===== config.mk =====
export PLATFORM = sky130hd
export DESIGN_NAME = main_cmd_seq
export DESIGN_NICKNAME = d
export VERILOG_FILES = /design/src/rtl/main_cmd_seq_pkg.sv /design/src/rtl/main_cmd_seq_mem.sv /design/src/rtl/main_cmd_seq.sv
export SDC_FILE = /design/constraint.sdc
export NUM_CORES = 1
export LEC_CHECK = 0
export BUFFER_PORTS_ARGS = -buffer_cell sky130_fd_sc_hd__buf_2
export CAP_MARGIN = 20
export CORE_ASPECT_RATIO = 0.6
export CORE_MARGIN = 2
export CORE_UTILIZATION = 52
export DETAILED_ROUTE_END_ITERATION = 12
export PLACE_DENSITY = 0.8
export SLEW_MARGIN = 10
export SYNTH_ARGS = -nofsm -noshare
export SYNTH_HDL_FRONTEND = slang
export SYNTH_SLANG_ARGS = --single-unit
export TNS_END_PERCENT = 10

===== constraint.sdc =====
create_clock -name clk -period 2.6 [get_ports clk]
set_clock_uncertainty 0.1 [all_clocks]
set_input_delay 0.52 -clock clk [delete_from_list [all_inputs] [get_ports clk]]
set_output_delay 0.52 -clock clk [all_outputs]
set_load 0.03 [all_outputs]

===== src/rtl/main_cmd_seq_pkg.sv =====
// Shared definitions for the main_core command sequencer: command field sizes,
// FSM state encodings and the position of the isLast flag in a program entry.
package main_cmd_seq_pkg;

    localparam int MAIN_CORE_CMD_WHICH_SIZE = 4;
    localparam int MAIN_CORE_CMD_SIZE       = 12;
    localparam int MAIN_CORE_CMD_W          = MAIN_CORE_CMD_WHICH_SIZE + MAIN_CORE_CMD_SIZE;

    typedef enum logic [1:0] {
        ST_IDLE   = 2'd0,
        ST_FETCH  = 2'd1,
        ST_ISSUE  = 2'd2,
        ST_FINISH = 2'd3
    } seq_state_e;

    // isLast sits directly above the command field: entry = {isLast, cmd}
    function automatic int is_last_pos(input int cmd_w);
        return cmd_w;
    endfunction

    // A requested pass count of zero still runs the program once
    function automatic logic [7:0] iter_load(input logic [7:0] requested);
        if (requested == 8'd0) begin
            return 8'd1;
        end else begin
            return requested;
        end
    endfunction

endpackage


===== src/rtl/main_cmd_seq_mem.sv =====
// Program store for the command sequencer: simple dual-port RAM with a
// registered read port; contents are deliberately not reset.
module cmd_seq_mem #(
    parameter int W     = 17,
    parameter int DEPTH = 32,
    parameter int AW    = 5
)(
    input  logic          clk,
    input  logic          we,
    input  logic [AW-1:0] waddr,
    input  logic [W-1:0]  wdata,
    input  logic          re,
    input  logic [AW-1:0] raddr,
    output logic [W-1:0]  rdata
);

    logic [W-1:0] mem_r [DEPTH];

    // Write port
    always_ff @(posedge clk) begin
        if (we) begin
            mem_r[waddr] <= wdata;
        end
    end

    // Registered read port; rdata holds its value while re is low
    always_ff @(posedge clk) begin
        if (re) begin
            rdata <= mem_r[raddr];
        end
    end

endmodule


===== src/rtl/main_cmd_seq.sv =====
// Sequences programmed main_core commands over a valid/consume handshake,
// looping the program a configurable number of times.
module main_cmd_seq
    import main_cmd_seq_pkg::*;
#(
    parameter int CMD_W = MAIN_CORE_CMD_W,
    parameter int DEPTH = 32,
    localparam int AW   = $clog2(DEPTH)
)(
    input  logic             clk,
    input  logic             rst,
    input  logic             prog_we,
    input  logic [AW-1:0]    prog_addr,
    input  logic [CMD_W:0]   prog_data,
    input  logic             start,
    input  logic [AW-1:0]    start_addr,
    input  logic [7:0]       iterations,
    input  logic             abort,
    output logic [CMD_W-1:0] cmd,
    output logic             cmd_hasAny,
    input  logic             cmd_consume,
    output logic             busy,
    output logic             done
);

    localparam int LAST_BIT = is_last_pos(CMD_W);

    seq_state_e    state_r, state_nxt_s;
    logic [AW-1:0] pc_r, pc_nxt_s;
    logic [AW-1:0] base_r, base_nxt_s;
    logic [7:0]    iter_r, iter_nxt_s;
    logic          has_any_r, busy_r, done_r;
    logic [CMD_W:0] entry_s;
    logic          mem_we_s, mem_re_s, handshake_s, is_last_s;

    assign mem_we_s    = prog_we & (state_r == ST_IDLE);
    assign mem_re_s    = (state_r == ST_FETCH);
    assign handshake_s = has_any_r & cmd_consume;
    assign is_last_s   = entry_s[LAST_BIT];

    cmd_seq_mem #(
        .W     (CMD_W + 1),
        .DEPTH (DEPTH),
        .AW    (AW)
    ) u_mem (
        .clk   (clk),
        .we    (mem_we_s),
        .waddr (prog_addr),
        .wdata (prog_data),
        .re    (mem_re_s),
        .raddr (pc_r),
        .rdata (entry_s)
    );

    // Next-state and program-counter / pass-counter update
    always_comb begin
        state_nxt_s = state_r;
        pc_nxt_s    = pc_r;
        base_nxt_s  = base_r;
        iter_nxt_s  = iter_r;
        case (state_r)
            ST_IDLE: begin
                if (start) begin
                    pc_nxt_s    = start_addr;
                    base_nxt_s  = start_addr;
                    iter_nxt_s  = iter_load(iterations);
                    state_nxt_s = ST_FETCH;
                end else begin
                    state_nxt_s = ST_IDLE;
                end
            end
            ST_FETCH: begin
                if (abort) begin
                    state_nxt_s = ST_FINISH;
                end else begin
                    state_nxt_s = ST_ISSUE;
                end
            end
            ST_ISSUE: begin
                if (handshake_s) begin
                    // abort racing a handshake: the command still counts as issued
                    if (abort) begin
                        state_nxt_s = ST_FINISH;
                    end else if (!is_last_s) begin
                        pc_nxt_s    = (pc_r == AW'(DEPTH - 1)) ? AW'(0) : pc_r + AW'(1);
                        state_nxt_s = ST_FETCH;
                    end else if (iter_r > 8'd1) begin
                        iter_nxt_s  = iter_r - 8'd1;
                        pc_nxt_s    = base_r;
                        state_nxt_s = ST_FETCH;
                    end else begin
                        state_nxt_s = ST_FINISH;
                    end
                end else if (abort) begin
                    state_nxt_s = ST_FINISH;
                end else begin
                    state_nxt_s = ST_ISSUE;
                end
            end
            ST_FINISH: begin
                state_nxt_s = ST_IDLE;
            end
            default: begin
                state_nxt_s = ST_IDLE;
            end
        endcase
    end

    // State and registered status outputs, decoded from the next state
    always_ff @(posedge clk) begin
        if (rst) begin
            state_r   <= ST_IDLE;
            pc_r      <= '0;
            base_r    <= '0;
            iter_r    <= 8'd0;
            has_any_r <= 1'b0;
            busy_r    <= 1'b0;
            done_r    <= 1'b0;
        end else begin
            state_r   <= state_nxt_s;
            pc_r      <= pc_nxt_s;
            base_r    <= base_nxt_s;
            iter_r    <= iter_nxt_s;
            has_any_r <= (state_nxt_s == ST_ISSUE);
            busy_r    <= (state_nxt_s == ST_FETCH) || (state_nxt_s == ST_ISSUE);
            done_r    <= (state_nxt_s == ST_FINISH);
        end
    end

    assign cmd_hasAny = has_any_r;
    assign cmd        = has_any_r ? entry_s[CMD_W-1:0] : '0;
    assign busy       = busy_r;
    assign done       = done_r;

endmodule


==> out/qor.csv <==
stage;metric;value;unit
route;routedWlPerCell;30.02;µm
global_route;grt_util_met2;0.3782;
yosys;synth_edf_count;561;
yosys;syn_area_per_cell;21.07;µm²
place;io_buffers;59;
pwr;ir_drop;0.5579;mV
die;io_pins;60;
die;die-area;0.04492;mm²
sta;rsz0062_at_grt;false;
status;status;finished, final reports clean;
global_route;antenna_found_initial;4;
layout;fillers;2893;
clock_network;clock_latency;580;ps
sta;finalSetupViolations;0;
die;die_x;272.3;µm
sta;timing.hold.ws;110.6;ps
route;vias;11780;
worst_setup_path;critPathRequiredTime;2760;ps
global_route;use_met3;0.09160;
global_route;grtUsageTotal;0.2493;
pwr;p_leak;8.057;nW
sta;max_clock_freq;417.5;MHz
global_route;gr-total-overflow;0;
sta;period_needed;2395;ps
clock_network;cts_resized;0;
hold_path;hold_depth;3;
global_route;grt_pass1_wl;79520;µm
layout;seqCellArea;0.01731;mm²
clock_network;clock-sinks;584;
die;initial_utilization;0.5317;
clock_network;cts_max_level;2;
yosys;yosys_warnings;0;
place;hpwl;34020;µm
global_route;grt_pass1_vias;11710;
worst_setup_path;crit_path_end_kind;flip-flop;
clock_network;cts.clk_slew.worst_paths;70;ps
clock_network;post_cts_buffers;0;
worst_setup_path;setup.worst_path.start_class;flip-flop;
clock_network;clockBufferDepth;3;
route;drtPass1Iterations;5;
die;fp.dieH;165.0;µm
place;numPlacedInstances;1729;
clock_network;cts-root-buf;clkbuf_16;
layout;layout-drive-gt1-share;0.2961;
worst_setup_path;crit_type;flip-flop to flip-flop;
clock_network;numCtsBuffers;48;
yosys;seq_area_frac_synth;0.7707;
sta;fin_crit_sh;0.9212;
yosys;netlist_area;0.02246;mm²
place;finalWeightedCongestion;0.8495;
route;ant_nets;0;
worst_setup_path;arrival;2550;ps
yosys;ys_types;51;
route;viasPerCell;6.477;
pwr;p_per_area;786.4;mW/mm²
sta;drv_slew;0;
global_route;met1_usage;0.3479;
route;drtIter0Drc;1823;
route;drt_wl_total;54570;µm
route;drc;0;
global_route;grt_start_max_net_pins;48;
sta;hold_viol_final;0;
sta;slew_headroom;0.4500;
yosys;synth_flop_cell;edfxtp_1;
clock_network;hold_buffers;0;
layout;multiInputGateArea;0.004793;mm²
yosys;syn_inst;1066;
global_route;grt_busiest_layer;met2;
yosys;synth-async-reset-ratio;0;
run;drv_cap;0;
hold_path;hold_path.class;primary input to flip-flop;
sta;worst_pin_slew;825.0;ps
clock_network;cts_tree;built;
layout;finish.net_count;1256;
yosys;syn_nets;1113;
worst_setup_path;cp_max_fo;13;
yosys;ys_ff_latch;584;
layout;areaGrowthSynthToFinish;14.11;%
layout;final_cells;1818;
die;row_count;58;
pwr;total_power;0.02015;W
die;core_area;0.04224;mm²
worst_setup_path;rr_worst_depth;4;
[flip-flops by register name (all words and copies together) (netlist names)]
signal,cells
done,1
u_mem.mem_r,544
state_r,2
cmd_hasAny,1
iter_r,8
u_mem.rdata,17
base_r,5
pc_r,5
busy,1
[synth_stat cells (2+ instances only)]
master | instances | share of area
o311ai_0 | 6 | 0.0023
or3b_2 | 3 | 0.0012
clkbuf_1 | 20 | 0.0033
nor3_1 | 5 | 0.0011
nor3b_1 | 2 | 0.00067
buf_4 | 12 | 0.0040
edfxtp_1 | 561 | 0.75
or4_1 | 2 | 0.00067
buf_1 | 2 | 0.00033
a221o_1 | 2 | 0.00089
mux2i_1 | 8 | 0.0036
mux4_2 | 136 | 0.14
nor2_1 | 56 | 0.0094
nand2b_1 | 3 | 0.00084
nand2_1 | 12 | 0.0020
nor2b_1 | 5 | 0.0014
or3_1 | 2 | 0.00056
nand3b_1 | 7 | 0.0023
o22ai_1 | 69 | 0.019
o21ai_0 | 7 | 0.0016
dfxtp_1 | 23 | 0.021
nand4_1 | 2 | 0.00056
nand3_1 | 6 | 0.0013
o31ai_1 | 5 | 0.0017
buf_6 | 5 | 0.0025
inv_1 | 7 | 0.0012
o2111ai_1 | 3 | 0.0012
buf_2 | 18 | 0.0040
a21oi_1 | 13 | 0.0029
and2_1 | 17 | 0.0047
nor4_1 | 21 | 0.0059
a22oi_1 | 2 | 0.00067
ha_1 | 6 | 0.0033
[cells in the final DEF (no fill, tap or decap), types with 7 or more instances in the layout]
| master | count |
|---|---|
| edfxtp_1 | 561 |
| mux4_2 | 136 |
| buf_4 | 73 |
| o22ai_1 | 69 |
| buf_2 | 59 |
| nor2_1 | 56 |
| clkbuf_16 | 49 |
| nor4_1 | 21 |
| dfxtp_1 | 21 |
| buf_12 | 20 |
| and2_1 | 17 |
| a21oi_1 | 13 |
| nand2_1 | 12 |
| clkinv_1 | 12 |
| clkinv_2 | 12 |
| mux2i_1 | 8 |
| inv_1 | 7 |
| nand3b_1 | 7 |
| o21ai_0 | 7 |
[worst paths after layout]
kind                           from                            end  slack (ps)
max reg2reg   state_r[1]$_SDFF_PP0_  u_mem.mem_r[24][16]$_DFFE_PP_         200
min                   start_addr[0]         base_r[0]$_SDFFE_PP0P_         110
min reg2reg  base_r[2]$_SDFFE_PP0P_         base_r[2]$_SDFFE_PP0P_         420
max           state_r[1]$_SDFF_PP0_  u_mem.mem_r[24][16]$_DFFE_PP_         200
[report_power, final]
part / internal [W] / total, W / switching, W
clock network: 0.00395 / 0.00721 / 0.00326
logic: 0.000953 / 0.00233 / 0.00138
registers: 0.0105 / 0.0106 / 0.000109
total: 0.0154 / 0.0202 / 0.00475
[per-layer routing]
metal	routed length (µm)	vias up
li1	-	4775
met1	20790	6123
met2	25240	781
met3	7411	94
met4	1103	2
met5	18	-
[through the flow]
step                      setup TNS, ps  instance area (µm²)  worst slack, ps  utilization
after floorplan                  -13940                22460           -105.9            -
after global placement                0                24090            95.27       0.5704
after detailed placement              0                24090            77.31       0.5704
after CTS                             0                25620            220.3       0.6066
after global routing                  0                25620            112.8       0.6066
final                                 0                25620            204.8       0.6067
[cell families (layout without fill, tap and decap cells)]
logic type                 count (synthesis)  count (layout)  synth area share
AOI/OAI and AO/OA                        116             116           0.03460
xor gates and xnor gates                   2               2         0.0007802
adders and majority gates                  6               6          0.003343
buffers and inverters                     66             246           0.01599
DFF                                      584             584            0.7707
muxes                                    144             144            0.1400
other                                      0               2                 0
and+or+nand+nor                          148             148           0.03466
[final cells by class]
class                      instances  share of cell area
antenna                            2           0.0001953
clock buffer                      55             0.04873
clock inverter                    32             0.01094
inverter                           7            0.001025
multi-input combinational        416              0.1871
sequential                       584              0.6757
tap                              570             0.02783
timing repair buffer             152             0.04854
[worst max-delay path, stage by stage, from the launching register on]
cell and delay, ps:
dfxtp_1 400, or3b_2 570, or3_1 520, nor2_1 220
buf_4 260
Note: power is estimated with default switching activity, not from simulation.
